File: src/rtl/ssp_tx_dma_ctrl_pkg.sv
// Shared SSP constants and DMA controller state encoding.
// Used by the Tx DMA controller and its free-space helper.
package ssp_tx_dma_ctrl_pkg;

  localparam int SSP_TXF_DEPTH = 8;
  localparam int SSP_DMA_BURST = 4;
  localparam int SSP_LVL_W     = 4;

  typedef enum logic [1:0] {
    IDLE = 2'd0,
    REQ  = 2'd1,
    CLRW = 2'd2
  } dma_state_e;

endpackage

File: src/rtl/ssp_dma_free_calc.sv
// FIFO free-space computation with saturation and threshold compares.
// Shared by the Tx and Rx DMA request controllers.
module ssp_dma_free_calc
  import ssp_tx_dma_ctrl_pkg::*;
#(
  parameter int DEPTH  = SSP_TXF_DEPTH,
  parameter int THRESH = SSP_DMA_BURST
) (
  input  logic [SSP_LVL_W-1:0] level,
  input  logic                 pend_wr,
  output logic [SSP_LVL_W:0]   free,
  output logic                 ge_one,
  output logic                 ge_thresh
);

  localparam logic [SSP_LVL_W:0] DEPTH_W =
    (SSP_LVL_W+1)'(DEPTH);
  localparam logic [SSP_LVL_W:0] THR_W =
    (SSP_LVL_W+1)'(THRESH);

  logic [SSP_LVL_W:0] occ;

  // Levels above DEPTH land in the saturating branch as full.
  assign occ = {1'b0, level}
             + {{SSP_LVL_W{1'b0}}, pend_wr};

  assign free = (occ >= DEPTH_W) ? '0
              : DEPTH_W - occ;

  assign ge_one    = (free != '0);
  assign ge_thresh = (free >= THR_W);

endmodule

File: src/rtl/ssp_tx_dma_ctrl.sv
// SSP Tx DMA request controller (single/burst requests, CLR handshake).
// Burst requests only when SSP_TX_DMA_BURST_EN is defined.
module ssp_tx_dma_ctrl
  import ssp_tx_dma_ctrl_pkg::*;
#(
  parameter int DEPTH = SSP_TXF_DEPTH,
  parameter int BURST = SSP_DMA_BURST
) (
  input  logic                 PCLK,
  input  logic                 PRESETn,
  input  logic                 TXDMAE,
  input  logic [SSP_LVL_W-1:0] TxFLevel,
  input  logic                 SSPDRWr,
  input  logic                 SSPTXDMACLR,
  output logic                 SSPTXDMASREQ,
  output logic                 SSPTXDMABREQ,
  output logic                 TxDmaBusy
);

  dma_state_e         state;
  logic               pend_wr;
  logic               sreq;
  logic               breq;
  logic               busy;
  logic               ge_one;
  logic               ge_burst;
  logic               breq_load;
  logic [SSP_LVL_W:0] unused_free;

  ssp_dma_free_calc #(
    .DEPTH  (DEPTH),
    .THRESH (BURST)
  ) u_free (
    .level     (TxFLevel),
    .pend_wr   (pend_wr),
    .free      (unused_free),
    .ge_one    (ge_one),
    .ge_thresh (ge_burst)
  );

`ifdef SSP_TX_DMA_BURST_EN
  assign breq_load = ge_burst;
`else
  logic unused_burst;
  assign unused_burst = ge_burst;
  assign breq_load    = 1'b0;
`endif

  always_ff @(posedge PCLK or negedge PRESETn) begin
    if (!PRESETn) begin
      state   <= IDLE;
      pend_wr <= 1'b0;
      sreq    <= 1'b0;
      breq    <= 1'b0;
      busy    <= 1'b0;
    end else begin
      pend_wr <= SSPDRWr;
      unique case (state)
        IDLE: begin
          if (TXDMAE && !SSPTXDMACLR && ge_one) begin
            state <= REQ;
            sreq  <= 1'b1;
            breq  <= breq_load;
            busy  <= 1'b1;
          end
        end
        REQ: begin
          if (SSPTXDMACLR) begin
            state <= CLRW;
            sreq  <= 1'b0;
            breq  <= 1'b0;
          end else if (!TXDMAE) begin
            state <= IDLE;
            sreq  <= 1'b0;
            breq  <= 1'b0;
            busy  <= 1'b0;
          end
        end
        CLRW: begin
          if (!SSPTXDMACLR) begin
            state <= IDLE;
            busy  <= 1'b0;
          end
        end
        default: begin
          state <= IDLE;
          sreq  <= 1'b0;
          breq  <= 1'b0;
          busy  <= 1'b0;
        end
      endcase
    end
  end

  assign SSPTXDMASREQ = sreq;
  assign SSPTXDMABREQ = breq;
  assign TxDmaBusy    = busy;

endmodule

File: config.mk
export PLATFORM = sky130hd
export DESIGN_NAME = ssp_tx_dma_ctrl
export DESIGN_NICKNAME = d
export VERILOG_FILES = /design/src/rtl/ssp_tx_dma_ctrl_pkg.sv /design/src/rtl/ssp_dma_free_calc.sv /design/src/rtl/ssp_tx_dma_ctrl.sv
export SDC_FILE = /design/constraint.sdc
export NUM_CORES = 1
export LEC_CHECK = 0
export ABC_AREA = 1
export BUFFER_PORTS_ARGS = -buffer_cell sky130_fd_sc_hd__clkbuf_2
export CORE_AREA = 2 2 39 41
export CTS_BUF_LIST = sky130_fd_sc_hd__clkbuf_2
export DETAILED_ROUTE_END_ITERATION = 7
export DIE_AREA = 0 0 41 43
export HOLD_SLACK_MARGIN = 0.06
export RECOVER_POWER = 50
export SLEW_MARGIN = 20
export SYNTH_ARGS = -nofsm -noshare
export SYNTH_HDL_FRONTEND = slang
export SYNTH_SLANG_ARGS = --single-unit
File: constraint.sdc
create_clock -name PCLK -period 1.6 [get_ports PCLK]
set_input_delay 0.16 -clock PCLK [delete_from_list [all_inputs] [get_ports PCLK]]
set_output_delay 0.16 -clock PCLK [all_outputs]
set_load 0.01 [all_outputs]
==> insert_results.sql, run 1 <==
INSERT INTO impl_metrics (metric_group, metric, value, unit) VALUES
('critical_path', 'worst_ep_required_time', '1700', 'ps'),
('global_routing', 'via_count_of_the_first_global_routing_pass', '305', ''),
('critical_path', 'crit_path_start_kind', 'flip-flop', ''),
('clock_tree', 'tritoncts.num_buffers', '3', ''),
('power_and_ir_drop', 'power.density_cell_area', '1130', 'mW/mm2'),
('drt', 'vias_per_cell', '4.17', ''),
('synth', 'synthFlopType', 'dfrtp_1', ''),
('placement', 'dp_slack', '-105', 'ps'),
('drt', 'wirelength', '697', 'um'),
('synth', 'post_synth_inst_count', '57', ''),
('critical_path', 'end_kind', 'flip-flop', ''),
('layout', 'area_occupied_by_multi_input_gates', '256', 'um2'),
('synth', 'post_synth_xor_area_fraction', '2.27', '%'),
('die', 'initial_utilization', '27.9', '%'),
('synth', 'synth_edf_count', '0', ''),
('synth', 'synth_area_leader', 'dfrtp_1', ''),
('synth', 'syn-num-nets', '69', ''),
('layout', 'drive_above_1_share', '37.8', '%'),
('drt', 'drt_iter0_markers', '6', ''),
('critical_path', 'path_max_fanout', '3', ''),
('worst_hold_path', 'hold_class', 'in -> reg', ''),
('run_status', 'run_status', 'complete, but fails checks', ''),
('sta', 'hold-worst-slack', '210', 'ps'),
('sta', 'fin_skew', '0.871', 'ps'),
('layout', 'layout.area.seq', '125', 'um2'),
('synth', 'synthesis.yosys.warnings', '0', ''),
('power_and_ir_drop', 'ir_drop', '723', 'uV'),
('clock_tree', 'post-cts-setup-buffer-count', '0', ''),
('synth', 'synthArstFlopShare', '100', '%'),
('critical_path', 'critical_path.n_buffers_inverters', '1', ''),
('layout', 'n_fill_cell', '153', ''),
('sta', 'min_setup_slack_post_route', '-86.6', 'ps'),
('clock_tree', 'cts_tree', 'yes', ''),
('die', 'placement_rows', '14', ''),
('clock_tree', 'cts_num_sinks', '5', ''),
('synth', 'synthMostInstantiatedCell', 'nand2_1', ''),
('clock_tree', 'clockBufferDepth', '2', ''),
('layout', 'antenna_cell_count', '0', ''),
('synth', 'postSynthAreaPerCell', '6.78', 'um2'),
('sta', 'max_freq', '0.593', 'GHz'),
('die', 'standard_cell_core_area', '0.00138', 'mm2'),
('layout', 'area_growth_syn_to_layout', '41.4', '%'),
('run', 'max_cap_violations', '0', ''),
('global_routing', 'number_of_antenna_violations_at_the_first_check_in_global_routing', '0', ''),
('sta', 'grt_setup_unrepaired', 'true', ''),
('sta', 'period_minus_slack', '1690', 'ps'),
('synth', 'synth.area.mux_share', '0', '%'),
('sta', 'final_hold_viol_count', '0', ''),
('critical_path', 'crit_type', 'reg -> reg', ''),
('sta', 'setup_violations', '3', ''),
('drt', 'num_vias', '375', ''),
('synth', 'yosys.area_share.adder', '9.71', '%'),
('clock_tree', 'path_clk_slew', '50', 'ps'),
('die', 'die-width', '41', 'um'),
('die', 'die_area', '0.00176', 'mm2'),
('critical_path', 'critPathTopFamily', 'adder cells', ''),
('critical_path', 'max_stage_delay', '390', 'ps'),
('synth', 'synth_largest_type_area_fraction', '32.4', '%'),
('critical_path', 'reg2reg_from', 'pend_wr', ''),
('run_status', 'violated_checks', 'setup timing', ''),
('drt', 'first_pass_iters', '4', ''),
('synth', 'yosysSeqAreaShare', '32.4', '%'),
('drt', 'route.detailed.drc', '0', ''),
('drt', 'route.detailed.wl_per_inst', '7.74', 'um'),
('die', 'die_height', '43', 'um'),
('global_routing', 'wire_length_of_the_first_global_routing_pass', '1080', 'um'),
('synth', 'post_synthesis_cell_area', '387', 'um2'),
('sta', 'timing.final.max_slew_violations', '0', ''),
('clock_tree', 'htree_levels', '1', ''),
('synth', 'synth-compound-area-share', '2.59', '%'),
('layout', 'num-nets-final', '87', '');
## final timing paths
check / slack, ps / depth (start not counted) / end
min reg2reg: 480 / 2 / TxDmaBusy
max in group asynchronous: 1070 / 2 / state[1]
max reg2reg: -90 / 12 / state[0]
max: -90 / 12 / state[0]
min in group asynchronous: 320 / 2 / SSPTXDMASREQ
min: 210 / 3 / state[1]
## metrics by stage
| step | std cells | TNS, ps | total power [W] | area (um2) | util [%] |
|---|---|---|---|---|---|
| 6_report | 90 | -252 | 0.000620 | 547 | 39.5 |
| 3_5_place_dp | 84 | -299 | 0.000498 | 492 | 35.5 |
| 4_1_cts | 90 | -292 | 0.000626 | 542 | 39.2 |
| 3_3_place_gp | 84 | -320 | 0.000488 | 492 | 35.5 |
| 2_1_floorplan | 57 | -85.2 | 0.000413 | 414 | - |
| 5_1_grt | 90 | -572 | 0.000683 | 547 | 39.5 |
## kinds of logic after synthesis
family | count (synthesis)
compound gates | 2
buf+inv | 12
other cells | 1
simple gates | 33
xor+xnor | 1
fa+ha+maj | 3
flops | 5
## layer usage
layer  share of wire (%)  GRT usage, %  wire [um]  vias up
li1                    -             -          -      205
met1                  39          9.57        274      165
met2                  58          15.3        406        5
met3                 2.3             0         16        0
met4                   0          8.00          0        0
met5                   0             0          0        -
## cell usage in the layout (no fill, tap or decap)
| cell type | n |
|---|---|
| nand2_1 | 17 |
| clkbuf_2 | 13 |
| inv_1 | 9 |
| dfrtp_1 | 5 |
| nand2_2 | 4 |
| nand3_1 | 4 |
| nor2_1 | 4 |
| ha_4 | 3 |
| inv_2 | 2 |
| dlygate4sd3_1 | 2 |
| buf_4 | 2 |
| o21ai_2 | 1 |
| nor2_2 | 1 |
| xor2_1 | 1 |
| nor3_1 | 1 |
| nand3_2 | 1 |
| o21ai_0 | 1 |
| nor3_2 | 1 |
| conb_1 | 1 |
| clkbuf_1 | 1 |
## final cells by class
| class | instances | share of cell area, % |
|---|---|---|
| sequential | 5 | 22.9 |
| timing repair buffer | 14 | 15.3 |
| inverter | 11 | 7.55 |
| tap | 16 | 3.66 |
| multi-input combinational | 40 | 46.9 |
| clock buffer | 4 | 3.66 |
## registers in the layout, summed over array words and instances (netlist names)
name,flops
TxDmaBusy,1
SSPTXDMASREQ,1
pend_wr,1
state,2
## worst register-to-register path: cells and delay by family, from the launching register on
kind                       cells  cell delay [ps]
DFF                            1              390
buffers and inverters          1               40
and+or+nand+nor                8              490
adders and majority gates      3              640
## timing repair
| action | in CTS | in global routing |
|---|---|---|
| resized for setup | 1 | 2 |
| endpoints found under the setup margin | 3 | 3 |
| pin swaps | 2 | 4 |
| endpoints found under the hold margin | 6 | 0 |
| hold buffers | 2 | 0 |
## where the power goes
part	leakage, nW	total [W]	internal [W]	switching [W]
Sequential	0.0603	0.000216	0.000178	0.0000388
Combinational	0.217	0.000290	0.000123	0.000166
Clock	0.0166	0.000114	0.0000661	0.0000479
Total	0.294	0.000620	0.000367	0.000253
Power figures use the tool's default switching activity.
==> inputs of run 2 (changes only) <==
--- a/config.mk
+++ b/config.mk
@@ -12,7 +12,6 @@
 export DETAILED_ROUTE_END_ITERATION = 7
 export DIE_AREA = 0 0 41 43
 export HOLD_SLACK_MARGIN = 0.06
-export RECOVER_POWER = 50
 export SLEW_MARGIN = 20
 export SYNTH_ARGS = -nofsm -noshare
 export SYNTH_HDL_FRONTEND = slang
==> insert_results.sql, run 2 (synthesis gave the netlist of run 1 again) <==
INSERT INTO impl_metrics (metric_group, metric, value, unit) VALUES
('power_and_ir_drop', 'power.net_switching', '0.000253', 'W'),
('placement', 'io_buffers', '10', ''),
('drt', 'drt_iter0_markers', '9', ''),
('layout', 'drive_above_1_share', '39.2', '%'),
('global_routing', 'pin_count_of_the_biggest_net_entering_global_routing', '6', ''),
('clock_tree', 'htree_levels', '1', ''),
('sta', 'period_minus_slack', '1690', 'ps'),
('critical_path', 'path_max_fanout', '3', ''),
('power_and_ir_drop', 'ir_drop', '724', 'uV'),
('power_and_ir_drop', 'p_seq_share', '34.9', '%'),
('critical_path', 'worstPathArrival', '1780', 'ps'),
('placement', 'placed_cells_incl_taps', '84', ''),
('sta', 'min_setup_slack_post_route', '-86.0', 'ps'),
('die', 'die-width', '41', 'um'),
('drt', 'route.detailed.drc', '0', ''),
('drt', 'wirelength', '694', 'um'),
('clock_tree', 'worst_skew_pair_latency', '210', 'ps'),
('critical_path', 'reg2reg_to', 'state[0]', ''),
('run_status', 'violated_checks', 'setup timing', ''),
('sta', 'hold-worst-slack', '211', 'ps'),
('worst_hold_path', 'timing.hold.worst_path_depth', '3', ''),
('placement', 'hpwl', '592', 'um'),
('clock_tree', 'cts_tree', 'yes', ''),
('sta', 'grt_setup_unrepaired', 'true', ''),
('critical_path', 'worst_reg2reg_path_length_in_cells', '12', ''),
('worst_hold_path', 'hold-path-endpoint', 'state[1]', ''),
('die', 'placement_rows', '14', ''),
('power_and_ir_drop', 'internal_power', '0.000367', 'W'),
('critical_path', 'register_to_register_setup_slack', '-90', 'ps'),
('power_and_ir_drop', 'power.density_cell_area', '1130', 'mW/mm2'),
('critical_path', 'crit_type', 'reg -> reg', ''),
('placement', 'gp_congestion', '0.793', ''),
('die', 'standard_cell_core_area', '0.00138', 'mm2'),
('critical_path', 'worst_path_max_delay_cell', 'dfrtp_1', ''),
('die', 'initial_utilization', '27.9', '%'),
('sta', 'finalSetupTns', '-251', 'ps'),
('clock_tree', 'cts_num_sinks', '5', ''),
('layout', 'regMostFlops', 'state', ''),
('drt', 'route.detailed.wl_per_inst', '7.71', 'um'),
('global_routing', 'number_of_antenna_violations_at_the_first_check_in_global_routing', '0', ''),
('clock_tree', 'path_clk_slew', '50', 'ps'),
('sta', 'final_hold_viol_count', '0', ''),
('die', 'die_area', '0.00176', 'mm2'),
('power_and_ir_drop', 'netSwitchingFraction', '40.8', '%'),
('power_and_ir_drop', 'p_comb_share', '46.7', '%'),
('critical_path', 'crit_path_cell_trace', 'ha_4 > ha_4 > inv_2 > ha_4 > nor2_2 > nand3_1 > nand2_1 > nand2_1 > nand2_1 > nand2_2 > nand3_2 > nand2_1', ''),
('layout', 'largest_reg_flops', '2', ''),
('layout', 'num-nets-final', '87', ''),
('critical_path', 'critical_path.n_buffers_inverters', '1', ''),
('critical_path', 'worst_ep_required_time', '1700', 'ps'),
('sta', 'finalCritPeriodShare', '105', '%'),
('run_status', 'run_status', 'complete, but fails checks', ''),
('placement', 'placedInstanceArea', '492', 'um2'),
('clock_tree', 'tritoncts.num_buffers', '3', ''),
('layout', 'finalInstanceArea', '548', 'um2'),
('critical_path', 'critical-path-top-cell-by-count', 'nand2_1', ''),
('critical_path', 'crit_path_start_kind', 'flip-flop', ''),
('global_routing', 'wire_length_of_the_first_global_routing_pass', '1080', 'um'),
('critical_path', 'reg2reg_from', 'pend_wr', ''),
('die', 'die_height', '43', 'um'),
('clock_tree', 'ctsRootBufferMaster', 'clkbuf_2', ''),
('global_routing', 'globalRouteOverflowTotal', '0', ''),
('critical_path', 'end_kind', 'flip-flop', ''),
('global_routing', 'via_count_of_the_first_global_routing_pass', '305', ''),
('sta', 'max_freq', '0.593', 'GHz'),
('layout', 'area_growth_syn_to_layout', '41.7', '%'),
('layout', 'n_fill_cell', '152', ''),
('layout', 'postLayoutCoreUtil', '39.6', '%'),
('worst_hold_path', 'hold_start', 'SSPTXDMACLR', ''),
('sta', 'setup_violations', '3', ''),
('drt', 'num_vias', '375', ''),
('layout', 'mostFrequentLayoutCells', 'nand2_1 (17), clkbuf_2 (14), inv_1 (9)', ''),
('sta', 'fin_skew', '0.396', 'ps'),
('layout', 'instances_no_fill', '90', ''),
('clock_tree', 'clockBufferDepth', '2', ''),
('critical_path', 'max_stage_delay', '390', 'ps'),
('drt', 'first_pass_iters', '4', ''),
('sta', 'timing.final.max_slew_violations', '0', ''),
('power_and_ir_drop', 'p_leak', '0.297', 'nW'),
('drt', 'vias_per_cell', '4.17', ''),
('power_and_ir_drop', 'clkPwrFrac', '18.3', '%'),
('critical_path', 'critPathTopFamily', 'adder cells', ''),
('layout', 'antenna_cell_count', '0', ''),
('run', 'max_cap_violations', '0', ''),
('worst_hold_path', 'hold_class', 'in -> reg', ''),
('global_routing', 'track_usage', '9.11', '%'),
('die', 'design.portCount', '12', ''),
('layout', 'final_common_cell', 'nand2_1', ''),
('drt', 'number_of_nets_with_antenna_violations_after_detailed_routing', '0', '');
## run 2: cell count changes in the layout (fill, tap and decap cells not counted)
cell	change
clkbuf_1	-1
clkbuf_2	+1
## run 2: per-layer routing
metal  part of all wire (%)  vias up  routed length [um]  track usage (%)
li1                       -      205                   -                -
met1                     39      165                 271             9.57
met2                     59        5                 406             15.3
met3                    2.3        0                  16                0
met4                      0        0                   0             8.00
met5                      0        -                   0                0
## run 2: power by group through the flow
stage / logic (W) / clock network, W / registers, W
after detailed placement: 0.000279 / 0 / 0.000219
after global routing: 0.000331 / 0.000127 / 0.000225
after floorplan: 0.000190 / 0 / 0.000222
after CTS: 0.000287 / 0.000122 / 0.000217
after global placement: 0.000275 / 0 / 0.000214
final: 0.000290 / 0.000114 / 0.000216
## run 2: stage by stage
step                setup slack [ps]  total power (W)
floorplan                      -36.0         0.000413
global placement                -109         0.000488
detailed placement              -105         0.000498
CTS                             -103         0.000626
global route                    -201         0.000683
finish                         -86.0         0.000620
## run 2: worst max-delay path by stage
stage / startpoint / endpoint / cells after the start
2_1_floorplan: pend_wr / TxDmaBusy / 14
3_3_place_gp: pend_wr / SSPTXDMASREQ / 12
3_5_place_dp: pend_wr / SSPTXDMASREQ / 12
4_1_cts: pend_wr / SSPTXDMASREQ / 12
5_1_grt: pend_wr / TxDmaBusy / 14
6_report: pend_wr / state[0] / 12
## run 2: final cells by class
| cell class | instances | area [um2] | share of cell area [%] |
|---|---|---|---|
| Clock buffer | 4 | 20.0 | 3.65 |
| Multi-Input combinational cell | 40 | 256 | 46.8 |
| Timing Repair Buffer | 14 | 85.1 | 15.5 |
| Inverter | 11 | 41.3 | 7.53 |
| Sequential cell | 5 | 125 | 22.8 |
| Tap cell | 16 | 20.0 | 3.65 |
## run 2: repair_timing
item                                    4_1_cts  5_1_grt
pin swaps                                     2        4
endpoints found under the hold margin         6        0
endpoints found under the setup margin        3        3
setup buffers                                 0        0
cloned                                        0        0
resized for setup                             1        2
hold buffers                                  2        0
## run 2: worst reg2reg max path: cells and delay by family, from the launching register on
family / cells / cell delay (ps)
AND/OR/NAND/NOR: 8 / 490
adder cells (fa/ha/maj): 3 / 640
buffers and inverters: 1 / 40
flip-flops: 1 / 390
==> inputs of run 3 (changes only) <==
==> constraint.sdc (replaced) <==
create_clock -name PCLK -period 1.4 [get_ports PCLK]
set_input_delay 0.14 -clock PCLK [delete_from_list [all_inputs] [get_ports PCLK]]
set_output_delay 0.14 -clock PCLK [all_outputs]
set_load 0.01 [all_outputs]
==> insert_results.sql, run 3 (synthesis gave the netlist of run 1 again) <==
INSERT INTO impl_metrics (metric_group, metric, value, unit) VALUES
('run_status', 'run_status', 'complete, but fails checks', ''),
('run_status', 'violated_checks', 'setup timing', ''),
('critical_path', 'worstPathArrival', '1820', 'ps'),
('placement', 'dp_slack', '-342', 'ps'),
('placement', 'io_buffers', '10', ''),
('clock_tree', 'worst_skew_pair_latency', '210', 'ps'),
('critical_path', 'crit_type', 'reg -> reg', ''),
('global_routing', 'number_of_antenna_violations_at_the_first_check_in_global_routing', '0', ''),
('layout', 'drive_above_1_share', '41.9', '%'),
('layout', 'mostFrequentLayoutCells', 'nand2_1 (16), clkbuf_2 (14), inv_1 (9)', ''),
('clock_tree', 'path_clk_slew', '60', 'ps'),
('drt', 'route.detailed.drc', '0', ''),
('critical_path', 'worst_ep_required_time', '1490', 'ps'),
('drt', 'wirelength', '708', 'um'),
('layout', 'regMostFlops', 'state', ''),
('worst_hold_path', 'hold_start', 'SSPTXDMACLR', ''),
('power_and_ir_drop', 'p_leak', '0.298', 'nW'),
('critical_path', 'crit_path_start_kind', 'flip-flop', ''),
('placement', 'placed_cells_incl_taps', '84', ''),
('critical_path', 'end_kind', 'flip-flop', ''),
('die', 'standard_cell_core_area', '0.00138', 'mm2'),
('worst_hold_path', 'hold-path-endpoint', 'state[1]', ''),
('drt', 'num_vias', '376', ''),
('worst_hold_path', 'timing.hold.worst_path_depth', '3', ''),
('placement', 'placedInstanceArea', '492', 'um2'),
('critical_path', 'worst_path_max_delay_cell', 'dfrtp_1', ''),
('clock_tree', 'ctsRootBufferMaster', 'clkbuf_2', ''),
('drt', 'first_pass_iters', '4', ''),
('sta', 'period_minus_slack', '1730', 'ps'),
('layout', 'num-nets-final', '87', ''),
('worst_hold_path', 'hold_class', 'in -> reg', ''),
('sta', 'finalCritPeriodShare', '123', '%'),
('drt', 'number_of_nets_with_antenna_violations_after_detailed_routing', '0', ''),
('placement', 'hpwl', '574', 'um'),
('global_routing', 'pin_count_of_the_biggest_net_entering_global_routing', '6', ''),
('sta', 'final_hold_viol_count', '0', ''),
('critical_path', 'critical-path-top-cell-by-count', 'nand2_1', ''),
('sta', 'max_freq', '0.579', 'GHz'),
('sta', 'min_setup_slack_post_route', '-328', 'ps'),
('die', 'placement_rows', '14', ''),
('critical_path', 'worst_reg2reg_path_length_in_cells', '12', ''),
('global_routing', 'via_count_of_the_first_global_routing_pass', '385', ''),
('critical_path', 'crit_path_cell_trace', 'ha_4 > ha_4 > inv_2 > ha_4 > nor2_2 > nand3_1 > nand2_1 > nand2_1 > nand2_1 > nand2_2 > nand3_2 > nand2_1', ''),
('layout', 'final_common_cell', 'nand2_1', ''),
('clock_tree', 'htree_levels', '1', ''),
('layout', 'instances_no_fill', '90', ''),
('critical_path', 'reg2reg_from', 'pend_wr', ''),
('die', 'die_height', '43', 'um'),
('clock_tree', 'tritoncts.num_buffers', '3', ''),
('sta', 'setup_violations', '3', ''),
('critical_path', 'reg2reg_to', 'TxDmaBusy', ''),
('die', 'initial_utilization', '27.9', '%'),
('drt', 'route.detailed.wl_per_inst', '7.87', 'um'),
('die', 'design.portCount', '12', ''),
('drt', 'vias_per_cell', '4.18', ''),
('placement', 'gp_congestion', '0.770', ''),
('sta', 'fin_skew', '6.95', 'ps'),
('critical_path', 'register_to_register_setup_slack', '-330', 'ps'),
('clock_tree', 'cts_tree', 'yes', ''),
('clock_tree', 'cts_num_sinks', '5', ''),
('critical_path', 'path_max_fanout', '3', ''),
('layout', 'finalInstanceArea', '556', 'um2'),
('sta', 'grt_setup_unrepaired', 'true', ''),
('sta', 'finalSetupTns', '-964', 'ps'),
('layout', 'area_growth_syn_to_layout', '43.7', '%'),
('global_routing', 'track_usage', '11.8', '%'),
('critical_path', 'max_stage_delay', '400', 'ps'),
('run', 'max_cap_violations', '0', ''),
('clock_tree', 'clockBufferDepth', '2', ''),
('power_and_ir_drop', 'ir_drop', '812', 'uV'),
('global_routing', 'globalRouteOverflowTotal', '0', ''),
('layout', 'largest_reg_flops', '2', ''),
('power_and_ir_drop', 'power.density_cell_area', '1290', 'mW/mm2'),
('layout', 'postLayoutCoreUtil', '40.1', '%'),
('drt', 'drt_iter0_markers', '5', ''),
('global_routing', 'wire_length_of_the_first_global_routing_pass', '1350', 'um'),
('clock_tree', 'post-cts-setup-buffer-count', '0', ''),
('sta', 'timing.final.max_slew_violations', '0', ''),
('die', 'die-width', '41', 'um'),
('layout', 'antenna_cell_count', '0', ''),
('die', 'die_area', '0.00176', 'mm2');
==> run 3: cell counts in the layout (fill, tap and decap cells not counted) <==
Identical to the previous run, type by type.
==> run 3: how the worst max path moves through the flow <==
stage / startpoint / to / slack, ps / cells past startpoint
CTS: pend_wr / SSPTXDMASREQ / -320 / 12
global placement: pend_wr / SSPTXDMASREQ / -320 / 12
detailed placement: pend_wr / SSPTXDMASREQ / -340 / 12
finish: pend_wr / TxDmaBusy / -330 / 12
floorplan: pend_wr / TxDmaBusy / -240 / 14
global route: pend_wr / TxDmaBusy / -440 / 12
==> run 3: timing repair <==
| item | CTS | global route |
|---|---|---|
| hold buffers | 2 | 0 |
| setup endpoints to repair | 3 | 3 |
| gates resized for setup | 2 | 3 |
| endpoints found under the hold margin | 6 | 0 |
| pin swaps | 5 | 1 |
==> run 3: worst max-delay path: cells and delay by family, from the launching register on <==
kind / cells / cell delay (ps)
buf+inv: 1 / 40
simple gates: 8 / 540
fa+ha+maj: 3 / 640
flops: 1 / 400
==> run 3: cell type report <==
cell class	instances	area, um2
Clock buffer	4	20.0
Fill cell	149	828
Inverter	11	41.3
Multi-Input combinational cell	40	264
Sequential cell	5	125
Tap cell	16	20.0
Timing Repair Buffer	14	85.1
==> run 3: report_power, final <==
part | total (W) | internal, W | leakage [nW] | switching, W
combinational | 0.000343 | 0.000146 | 0.221 | 0.000197
clock | 0.000130 | 0.0000755 | 0.0166 | 0.0000543
sequential | 0.000245 | 0.000203 | 0.0603 | 0.0000420
==> run 3: per-layer routing <==
metal / track usage [%] / part of all wire, % / vias to the layer above
met5: 0 / 0 / -
met1: 12.1 / 39 / 164
met4: 10.0 / 0 / 0
met2: 18.4 / 57 / 7
met3: 3.14 / 3.0 / 0
li1: - / - / 205
==> run 3: metrics by stage <==
step / hold WS (ps) / power [W]
floorplan: -156 / 0.000472
global placement: -38.2 / 0.000557
detailed placement: -36.3 / 0.000567
CTS: 176 / 0.000719
global route: 219 / 0.000798
finish: 190 / 0.000718
